==> src/rtl/gpio_pkg.sv <==
`default_nettype none
// ============================================================================
// Module      : gpio_pkg
// Description : Shared constants and types for the GPIO input debounce block.
// Revision    : 1.0 - initial release
// ============================================================================
package gpio_pkg;

  // Number of raw board input channels on the parallel port.
  localparam int GPIO_WIDTH = 20;

  // 10 us sample period at a 50 MHz system clock.
  localparam int DEF_TICK_DIV = 500;

  // 100 sample ticks (1 ms) of a stable new level before it is accepted.
  localparam int DEF_STABLE_TICKS = 100;

  // What a channel does on the current clock edge.
  typedef enum logic [1:0] {
    CH_MATCH  = 2'd0,  // input equals clean level: restart the accept timer
    CH_WAIT   = 2'd1,  // mismatch but no sample tick: hold the count
    CH_COUNT  = 2'd2,  // mismatch on a sample tick: advance the count
    CH_ACCEPT = 2'd3   // mismatch held long enough: take the new level
  } ch_action_e;

endpackage : gpio_pkg
`default_nettype wire

==> src/rtl/debounce_tick_gen.sv <==
`default_nettype none
// ============================================================================
// Module      : debounce_tick_gen
// Description : Sample-tick prescaler. Produces a one-cycle tick every
//               TICK_DIV clock cycles; TICK_DIV = 1 ticks on every cycle.
// Revision    : 1.0 - initial release
// ============================================================================
module debounce_tick_gen
  import gpio_pkg::*;
#(
  parameter int TICK_DIV = DEF_TICK_DIV
) (
  input  logic clk,
  input  logic reset,
  output logic tick
);

  // A one-bit counter is kept even for TICK_DIV = 1 so there is a single
  // code path; it then sits at zero and tick stays high.
  localparam int              CNT_W      = (TICK_DIV > 1) ? $clog2(TICK_DIV) : 1;
  localparam logic [CNT_W-1:0] c_TICK_LAST = CNT_W'(TICK_DIV - 1);
  localparam logic [CNT_W-1:0] c_ONE       = CNT_W'(1);

  logic [CNT_W-1:0] tick_cnt_q;
  logic [CNT_W-1:0] tick_cnt_d;

  // Terminal-count decode and wrap-around of the prescaler.
  always_comb begin
    tick       = (tick_cnt_q == c_TICK_LAST);
    tick_cnt_d = tick ? '0 : (tick_cnt_q + c_ONE);
  end

  // Prescaler state register.
  always_ff @(posedge clk or posedge reset) begin
    if (reset) begin
      tick_cnt_q <= '0;
    end else begin
      tick_cnt_q <= tick_cnt_d;
    end
  end

endmodule : debounce_tick_gen
`default_nettype wire

==> src/rtl/gpio_input_debounce.sv <==
`default_nettype none
// ============================================================================
// Module      : gpio_input_debounce
// Description : Two-flop synchroniser plus per-channel debounce for raw
//               push-button / switch inputs. A new level is accepted after
//               STABLE_TICKS consecutive mismatching sample ticks; each
//               accepted transition emits a one-cycle rise or fall strobe.
// Revision    : 1.0 - initial release
// ============================================================================
module gpio_input_debounce
  import gpio_pkg::*;
#(
  parameter int               WIDTH        = GPIO_WIDTH,
  parameter int               TICK_DIV     = DEF_TICK_DIV,
  parameter int               STABLE_TICKS = DEF_STABLE_TICKS,
  parameter logic [WIDTH-1:0] RESET_VALUE  = '0
) (
  input  logic             clk,
  input  logic             reset,
  input  logic [WIDTH-1:0] raw_in,
  output logic [WIDTH-1:0] clean_out,
  output logic [WIDTH-1:0] rise_pulse,
  output logic [WIDTH-1:0] fall_pulse
);

  // Counter must hold 0..STABLE_TICKS-1; the extra +1 keeps STABLE_TICKS = 1
  // at a legal one-bit width.
  localparam int             CW          = $clog2(STABLE_TICKS + 1);
  localparam logic [CW-1:0]  c_ACCEPT_AT = CW'(STABLE_TICKS - 1);
  localparam logic [CW-1:0]  c_CNT_ONE   = CW'(1);

  logic [WIDTH-1:0] sync_q1;
  logic [WIDTH-1:0] sync_q2;
  logic             tick;

  // Shared sample-tick prescaler for all channels.
  debounce_tick_gen #(
    .TICK_DIV (TICK_DIV)
  ) u_tick_gen (
    .clk   (clk),
    .reset (reset),
    .tick  (tick)
  );

  // Plain two-flop synchroniser; nothing may sit between the stages.
  always_ff @(posedge clk or posedge reset) begin
    if (reset) begin
      sync_q1 <= RESET_VALUE;
      sync_q2 <= RESET_VALUE;
    end else begin
      sync_q1 <= raw_in;
      sync_q2 <= sync_q1;
    end
  end

  // Independent debounce state for every channel.
  for (genvar i = 0; i < WIDTH; i++) begin : g_ch
    logic          clean_q;
    logic          clean_d;
    logic          rise_q;
    logic          rise_d;
    logic          fall_q;
    logic          fall_d;
    logic [CW-1:0] cnt_q;
    logic [CW-1:0] cnt_d;
    ch_action_e    act;

    // Classify this edge, then derive next count, level and strobes.
    always_comb begin
      act     = CH_MATCH;
      cnt_d   = '0;
      clean_d = clean_q;
      rise_d  = 1'b0;
      fall_d  = 1'b0;

      if (sync_q2[i] == clean_q) begin
        act = CH_MATCH;
      end else if (!tick) begin
        act = CH_WAIT;
      end else if (cnt_q == c_ACCEPT_AT) begin
        act = CH_ACCEPT;
      end else begin
        act = CH_COUNT;
      end

      case (act)
        CH_MATCH: begin
          cnt_d = '0;
        end
        CH_WAIT: begin
          cnt_d = cnt_q;
        end
        CH_COUNT: begin
          cnt_d = cnt_q + c_CNT_ONE;
        end
        CH_ACCEPT: begin
          cnt_d   = '0;
          clean_d = sync_q2[i];
          rise_d  = sync_q2[i];
          fall_d  = ~sync_q2[i];
        end
        default: begin
          cnt_d = '0;
        end
      endcase
    end

    // Channel state; reset forces the level without raising a strobe.
    always_ff @(posedge clk or posedge reset) begin
      if (reset) begin
        clean_q <= RESET_VALUE[i];
        rise_q  <= 1'b0;
        fall_q  <= 1'b0;
        cnt_q   <= '0;
      end else begin
        clean_q <= clean_d;
        rise_q  <= rise_d;
        fall_q  <= fall_d;
        cnt_q   <= cnt_d;
      end
    end

    assign clean_out[i]  = clean_q;
    assign rise_pulse[i] = rise_q;
    assign fall_pulse[i] = fall_q;
  end : g_ch

endmodule : gpio_input_debounce
`default_nettype wire

==> config.mk <==
export PLATFORM = sky130hd
export DESIGN_NAME = gpio_input_debounce
export DESIGN_NICKNAME = d
export VERILOG_FILES = /design/src/rtl/gpio_pkg.sv /design/src/rtl/debounce_tick_gen.sv /design/src/rtl/gpio_input_debounce.sv
export SDC_FILE = /design/constraint.sdc
export NUM_CORES = 1
export LEC_CHECK = 0
export CORE_MARGIN = 5
export CORE_UTILIZATION = 59
export CTS_CLUSTER_DIAMETER = 200
export CTS_CLUSTER_SIZE = 16
export DETAILED_ROUTE_END_ITERATION = 7
export PLACE_DENSITY = 0.83
export RECOVER_POWER = 25
export SYNTH_ARGS = -nofsm -noshare
export SYNTH_HDL_FRONTEND = slang
export SYNTH_SLANG_ARGS = --single-unit
==> constraint.sdc <==
create_clock -name clk -period 10.2 [get_ports clk]
set_clock_uncertainty 0.2 [all_clocks]
set_input_delay 2.04 -clock clk [delete_from_list [all_inputs] [get_ports clk]]
set_output_delay 2.04 -clock clk [all_outputs]
set_load 0.02 [all_outputs]
==> run_results.csv, run 1 <==
group,metric,value,unit
synthesis,synth_top_family_by_area,"simple AND/OR/NAND/NOR gates",
critical_path,start_kind,"input pin",
clocking,clock_latency,0.49,ns
synthesis,ys_seq_area_frac,0.5125,
critical_path,r2r_cells,9,
route,drtPass1Iterations,5,
timing,fmax,0.1706,GHz
outcome,violations,"capacitance limit, slew limit",
route,ant_nets,0,
critical_path,crit_fanout,101,
global_route,grt_max_degree,102,
route,drt_iter0_drc,382,
placement,port_buffers,81,
critical_path,critPathKind,"in -> async",
synthesis,synth_adder_area_share,0.06278,
global_route,grt_overflow,0,
pwr,ir_drop,0.1427,mV
placement,placed_cell_area,12750,um2
floorplanning,core.rowCount,52,
timing,slew_violations,152,
timing,hold_ws,0.1453,ns
critical_path,cp.required,10.46,ns
synthesis,syn_area,12160,um2
critical_path,rr_endpoint,"g_ch[3].cnt_q[5]",
critical_path,crit_family,"buffers and inverters",
floorplanning,initial_core_util,0.6009,
route,highest_layer,"met4",
placement,gp_congestion,0.7986,
critical_path,r2r_setup_slack,4.39,ns
cells_and_area,antenna_cells,0,
route,via_per_inst,5.641,
timing,fin_crit_sh,0.5747,
synthesis,synth.area.mux_share,0.03767,
critical_path,endpoint_kind,"async pin",
synthesis,synthCells,1145,
route,met3_length,992,um
synthesis,ys_warn_count,0,
clocking,clk_path_buf_depth,3,
floorplanning,die_x,153.6,um
timing,min_period,5.862,ns
cells_and_area,area_delta_synth_final,8.614,%
clocking,clock_sinks,249,
floorplanning,die_area,23580,um2
synthesis,ys_ff_latch,249,
critical_path,timing.rr.start,"u_tick_gen.tick_cnt_q[0]",
critical_path,worst_ep_arrival_time,6.13,ns
min_path,hold_start,"sync_q1[10]",
min_path,holdPathStages,0,
min_path,min_path_type,"reg -> reg",
clocking,cts_buffers,19,
route,routedWlPerCell,14.49,um
cells_and_area,final_nets,1245,
timing,rsz0062_at_grt,"no",
clocking,cts-htree-levels,1,
clocking,clkTransAtPathRegs,0.07,ns
critical_path,crit_chain,"dlygate4sd3_1 -> clkinvlp_2 -> buf_4",
route,vias,8072,
route,drt_wl_total,20730,um
clocking,cts_resized,0,
critical_path,cp_slowest_cell,"clkinvlp_2",
floorplanning,fp.dieH,153.6,um
global_route,antenna_found_initial,0,
pwr,pwr_density_cell,141.9,nW/um2
clocking,cts_tree,"done",
synthesis,synth_compound_area_frac,0.09056,
pwr,power_leakage,0.005985,uW
cells_and_area,post-route-util,0.6526,
timing,max_slew_margin,-1.853,
cells_and_area,design_area,13210,um2
critical_path,max_stage_delay,2.35,ns
min_path,hold_end,"sync_q2[10]",
synthesis,yosys.area_share.simple,0.2056,
route,met2_length,9735,um
synthesis,syn_avg_cell_area,10.62,um2
global_route,grt_usage,0.1751,
floorplanning,io-pin-count,82,
timing,tns,0,ns
outcome,status,"finished with violations",
clocking,cts_hold_buf,0,
clocking,cts_root_buffer,"clkbuf_16",
global_route,grt_pass1_wl,35680,um
flow_run,max_cap_violations,3,
synthesis,synth_fp_nets,1228,
route,drc,0,
timing,final_hold_viol_count,0,
timing,worst_pin_slew,4.257,ns
critical_path,path_buf_inv,3,
timing,setup_violations,0,
cells_and_area,drive_gt1_frac,0.05685,
clocking,cts_setup_buffers,0,
synthesis,synth-xor-area-share,0.03098,
floorplanning,coreArea,20230,um2
placement,dpl.hpwl,13810,um
route,wl_met1,9602,um
global_route,grt_pass1_vias,7697,
synthesis,synth_cell_type_count,40,
[power by group]
group,internal [uW],switching [uW]
combinational,59.2,78.7
clock,332,320
sequential,1030,52.6
[registers in the layout (all words and copies together), names as in the netlist]
signal	cells
sync_q1	20
g_ch.clean_q	20
g_ch.cnt_q	140
u_tick_gen.tick_cnt_q	9
sync_q2	20
g_ch.rise_q	20
g_ch.fall_q	20
[kinds of logic (layout without fill, tap and decap cells)]
| logic type | after synthesis | in the layout |
|---|---|---|
| mux | 43 | 43 |
| buf+inv | 125 | 141 |
| fa+ha+maj | 61 | 61 |
| flops | 249 | 249 |
| simple gates | 423 | 423 |
| compound gates | 201 | 201 |
| xor+xnor | 43 | 43 |
[per-stage QoR]
stage	setup WS, ns	std cells	power, uW
after floorplan	1.117	1145	1198
after global placement	5.838	1411	1232
after detailed placement	5.821	1411	1244
after CTS	6.334	1431	1900
after global routing	3.397	1431	1963
final	4.338	1431	1874
[layout by cell type (no fill, tap or decap), types with 10 or more instances in the layout]
master / Yosys / final
o21ai_0: 94 / 94
o31ai_1: 11 / 11
nand4b_1: 33 / 33
nand3_1: 33 / 33
ha_1: 61 / 61
or3_1: 44 / 44
nor2_1: 57 / 57
a21o_1: 18 / 18
dlygate4sd3_1: 0 / 21
nor2b_1: 40 / 40
nand2b_1: 31 / 31
nor4b_1: 10 / 10
inv_1: 36 / 35
xnor2_1: 23 / 23
nand2_1: 80 / 80
a21oi_1: 71 / 71
clkbuf_16: 0 / 19
mux2_2: 22 / 22
mux2i_1: 21 / 21
dfrtp_1: 249 / 249
clkdlybuf4s50_1: 0 / 60
xor2_1: 20 / 20
and2_1: 21 / 20
nor3_1: 19 / 19
or3_4: 17 / 17
[cell usage after synthesis, drive strengths merged]
library cell  instances  share of area
a21o                 18          0.011
a21oi                71          0.029
a22o                  3         0.0022
a31oi                 1        0.00051
and2                 21          0.011
and3                  1        0.00051
buf                  68          0.042
clkbuf               21         0.0065
dfrtp               249           0.51
ha                   61          0.063
inv                  36          0.011
mux2                 22          0.020
mux2i                21          0.017
nand2                80          0.025
nand2b               31          0.016
nand3                33          0.014
nand3b                3         0.0019
nand4                 9         0.0046
nand4b               33          0.024
nand4bb               1         0.0023
nor2                 57          0.018
nor2b                40          0.021
nor3                 19         0.0078
nor3b                 9         0.0056
nor4b                10         0.0072
nor4bb                3         0.0025
o211ai                1        0.00062
o21ai                94          0.039
o221ai                1        0.00072
o31ai                11         0.0068
o41ai                 1        0.00072
or2                   1        0.00051
or3                  61          0.038
or4                   8         0.0049
or4b                  3         0.0025
xnor2                23          0.017
xor2                 20          0.014
[layer usage]
| layer | vias up | track usage |
|---|---|---|
| met5 | - | 0 |
| met4 | 0 | 0.03659 |
| met3 | 28 | 0.02895 |
| met2 | 178 | 0.2950 |
| met1 | 3906 | 0.2426 |
| li1 | 3960 | - |
[layout make-up]
| class | count | area [um2] |
|---|---|---|
| clock inverters | 1 | 8.758 |
| repair buffers | 85 | 833.3 |
| flip-flops and latches | 249 | 6231 |
| well taps | 270 | 337.8 |
| inverters | 36 | 136.4 |
| clock buffers | 19 | 475.5 |
| fillers | 1533 | 7029 |
| multi-input cells | 771 | 5182 |
[worst max path at each step]
stage,startpoint,to,slack [ns],cells past startpoint
finish,reset,g_ch[10].fall_q,4.34,3
global route,reset,g_ch[13].cnt_q[3],3.40,3
CTS,reset,g_ch[10].cnt_q[2],6.33,3
detailed placement,reset,g_ch[9].rise_q,5.82,3
global placement,reset,g_ch[9].fall_q,5.84,3
floorplan,reset,g_ch[0].clean_q,1.12,1
Power figures use the tool's default switching activity.
==> run 2: changes to the inputs <==
--- a/config.mk
+++ b/config.mk
@@ -6,11 +6,11 @@
 export NUM_CORES = 1
 export LEC_CHECK = 0
 export CORE_MARGIN = 5
-export CORE_UTILIZATION = 59
+export CORE_UTILIZATION = 54
 export CTS_CLUSTER_DIAMETER = 200
 export CTS_CLUSTER_SIZE = 16
 export DETAILED_ROUTE_END_ITERATION = 7
-export PLACE_DENSITY = 0.83
+export PLACE_DENSITY = 0.8
 export RECOVER_POWER = 25
 export SYNTH_ARGS = -nofsm -noshare
 export SYNTH_HDL_FRONTEND = slang
==> constraint.sdc (replaced) <==
create_clock -name clk -period 4.7 [get_ports clk]
set_clock_uncertainty 0.2 [all_clocks]
set_input_delay 0.94 -clock clk [delete_from_list [all_inputs] [get_ports clk]]
set_output_delay 0.94 -clock clk [all_outputs]
set_load 0.02 [all_outputs]
==> run 2 against run 1 <==
Against the previous run:
- the flow still finishes with violations (capacitance limit, slew limit)
- power is 120% higher
- critical path type is now reg -> reg
- hold slack gained 0.0039 ns
- register-to-register slack worse by 3.5 ns
- sequential power is 120% higher
- largest power group unchanged
- global-route usage decreased by 0.96 points
- die area up 8.6%
- cell area increased by 0.54%
- critical path depth increased by 6
==> run_results.csv, run 2 (synthesized netlist as in run 1, its figures left out) <==
group,metric,value,unit
outcome,status,"finished with violations",
outcome,violations,"capacitance limit, slew limit",
critical_path,cp.required,4.91,ns
floorplanning,die_x,160.1,um
placement,dpl.hpwl,14680,um
flow_run,max_cap_violations,1,
critical_path,cp_slowest_cell,"nor2_2",
global_route,grt_overflow,0,
timing,setup_violations,0,
clocking,cts_setup_buffers,0,
timing,fin_ws,0.8869,ns
global_route,antenna_found_initial,0,
global_route,grt_pass1_wl,36720,um
timing,worst_pin_slew,1.541,ns
clocking,cts_buffers,19,
global_route,grt_max_degree,83,
timing,final_hold_viol_count,0,
critical_path,crit_family,"simple AND/OR/NAND/NOR gates",
critical_path,crit_fanout,24,
clocking,clkTransAtPathRegs,0.07,ns
timing,rsz0062_at_grt,"no",
clocking,cts-htree-levels,1,
route,drt_iter0_drc,437,
clocking,clock_sinks,249,
critical_path,start_kind,"flop",
critical_path,endpoint_kind,"flop",
pwr,ir_drop,0.2456,mV
clocking,cts_resized,0,
route,vias,7982,
cells_and_area,top_register,"g_ch.cnt_q",
clocking,cts_tree,"done",
floorplanning,io-pin-count,82,
floorplanning,coreArea,22430,um2
cells_and_area,final_common_cell,"dfrtp_1",
placement,post-place-ws,0.9471,ns
route,ant_nets,0,
cells_and_area,largest_register_ff_count,140,
cells_and_area,drive_gt1_frac,0.06024,
placement,port_buffers,81,
route,drc,0,
floorplanning,initial_core_util,0.5419,
pwr,power_leakage,0.006002,uW
cells_and_area,final_cell_mix,"dfrtp_1 (249), o21ai_0 (94), nand2_1 (80)",
cells_and_area,fillers,1809,
timing,fmax,0.2623,GHz
timing,min_period,3.813,ns
route,drtPass1Iterations,5,
global_route,grt_pass1_vias,7742,
critical_path,path_buf_inv,1,
cells_and_area,antenna_cells,0,
clocking,cts_root_buffer,"clkbuf_16",
placement,gp_congestion,0.8256,
timing,slew_violations,33,
floorplanning,core.rowCount,55,
clocking,cts_hold_buf,0,
clocking,clock_latency,0.49,ns
route,via_per_inst,5.516,
critical_path,worst_ep_arrival_time,4.03,ns
global_route,grt_usage,0.1655,
timing,fin_crit_sh,0.8113,
critical_path,crit_chain,"ha_1 -> nand4bb_4 -> nor2_2 -> buf_4 -> a21oi_1 -> ha_1 -> nand4b_1 -> or3_1 -> a21oi_1",
timing,tns,0,ns
cells_and_area,final_nets,1246,
critical_path,critPathKind,"reg -> reg",
floorplanning,fp.dieH,160.1,um
pwr,finalPower,4075,uW
floorplanning,die_area,25620,um2
route,routedWlPerCell,14.75,um
timing,max_slew_margin,-0.03305,
route,drt_wl_total,21350,um
critical_path,max_stage_delay,0.71,ns
min_path,min_path_type,"reg -> reg",
clocking,clk_path_buf_depth,3,
pwr,pwr_density_cell,306.9,nW/um2
cells_and_area,area_delta_synth_final,9.201,%
==> run 2: layout make-up <==
class / instances / area, um2 / share of cell area
clock inverter: 1 / 8.758 / 0.0006597
multi-input combinational: 771 / 5201 / 0.3918
sequential: 249 / 6231 / 0.4693
tap: 285 / 356.6 / 0.02686
inverter: 36 / 136.4 / 0.01027
timing repair buffer: 86 / 867.1 / 0.06531
clock buffer: 19 / 475.5 / 0.03581
==> run 2: worst paths after layout <==
kind / startpoint / to / slack, ns / cells after the start
setup / recovery: u_tick_gen.tick_cnt_q[0] / g_ch[11].cnt_q[5] / 0.89 / 9
hold / removal: sync_q1[2] / sync_q2[2] / 0.15 / 0
setup reg to reg: u_tick_gen.tick_cnt_q[0] / g_ch[11].cnt_q[5] / 0.89 / 9
hold reg to reg: sync_q1[2] / sync_q2[2] / 0.15 / 0
max in group asynchronous: reset / g_ch[14].fall_q / 1.16 / 3
min in group asynchronous: reset / g_ch[4].clean_q / 1.08 / 2
==> run 2: per-layer routing <==
metal	global-route usage	vias to the layer above	part of all wire
met5	0	-	0
met2	0.2802	140	0.48
met3	0.03045	29	0.044
li1	-	3960	-
met1	0.2267	3853	0.46
met4	0.03129	0	0.014
==> run 2: metrics by stage <==
step / std cells / instance area [um2] / hold slack [ns] / utilization
after floorplan: 1145 / 12160 / 0.1312 / -
after global placement: 1427 / 12810 / 0.1316 / 0.5712
after detailed placement: 1427 / 12810 / 0.1347 / 0.5712
after CTS: 1447 / 13300 / 0.1504 / 0.5928
after global routing: 1447 / 13280 / 0.1599 / 0.5918
final: 1447 / 13280 / 0.1491 / 0.5918
==> run 2: where the power goes <==
group	switching [uW]	internal, uW	total [uW]
combinational	175	131	306
sequential	116	2240	2350
clock	694	720	1410
total	984	3090	4070
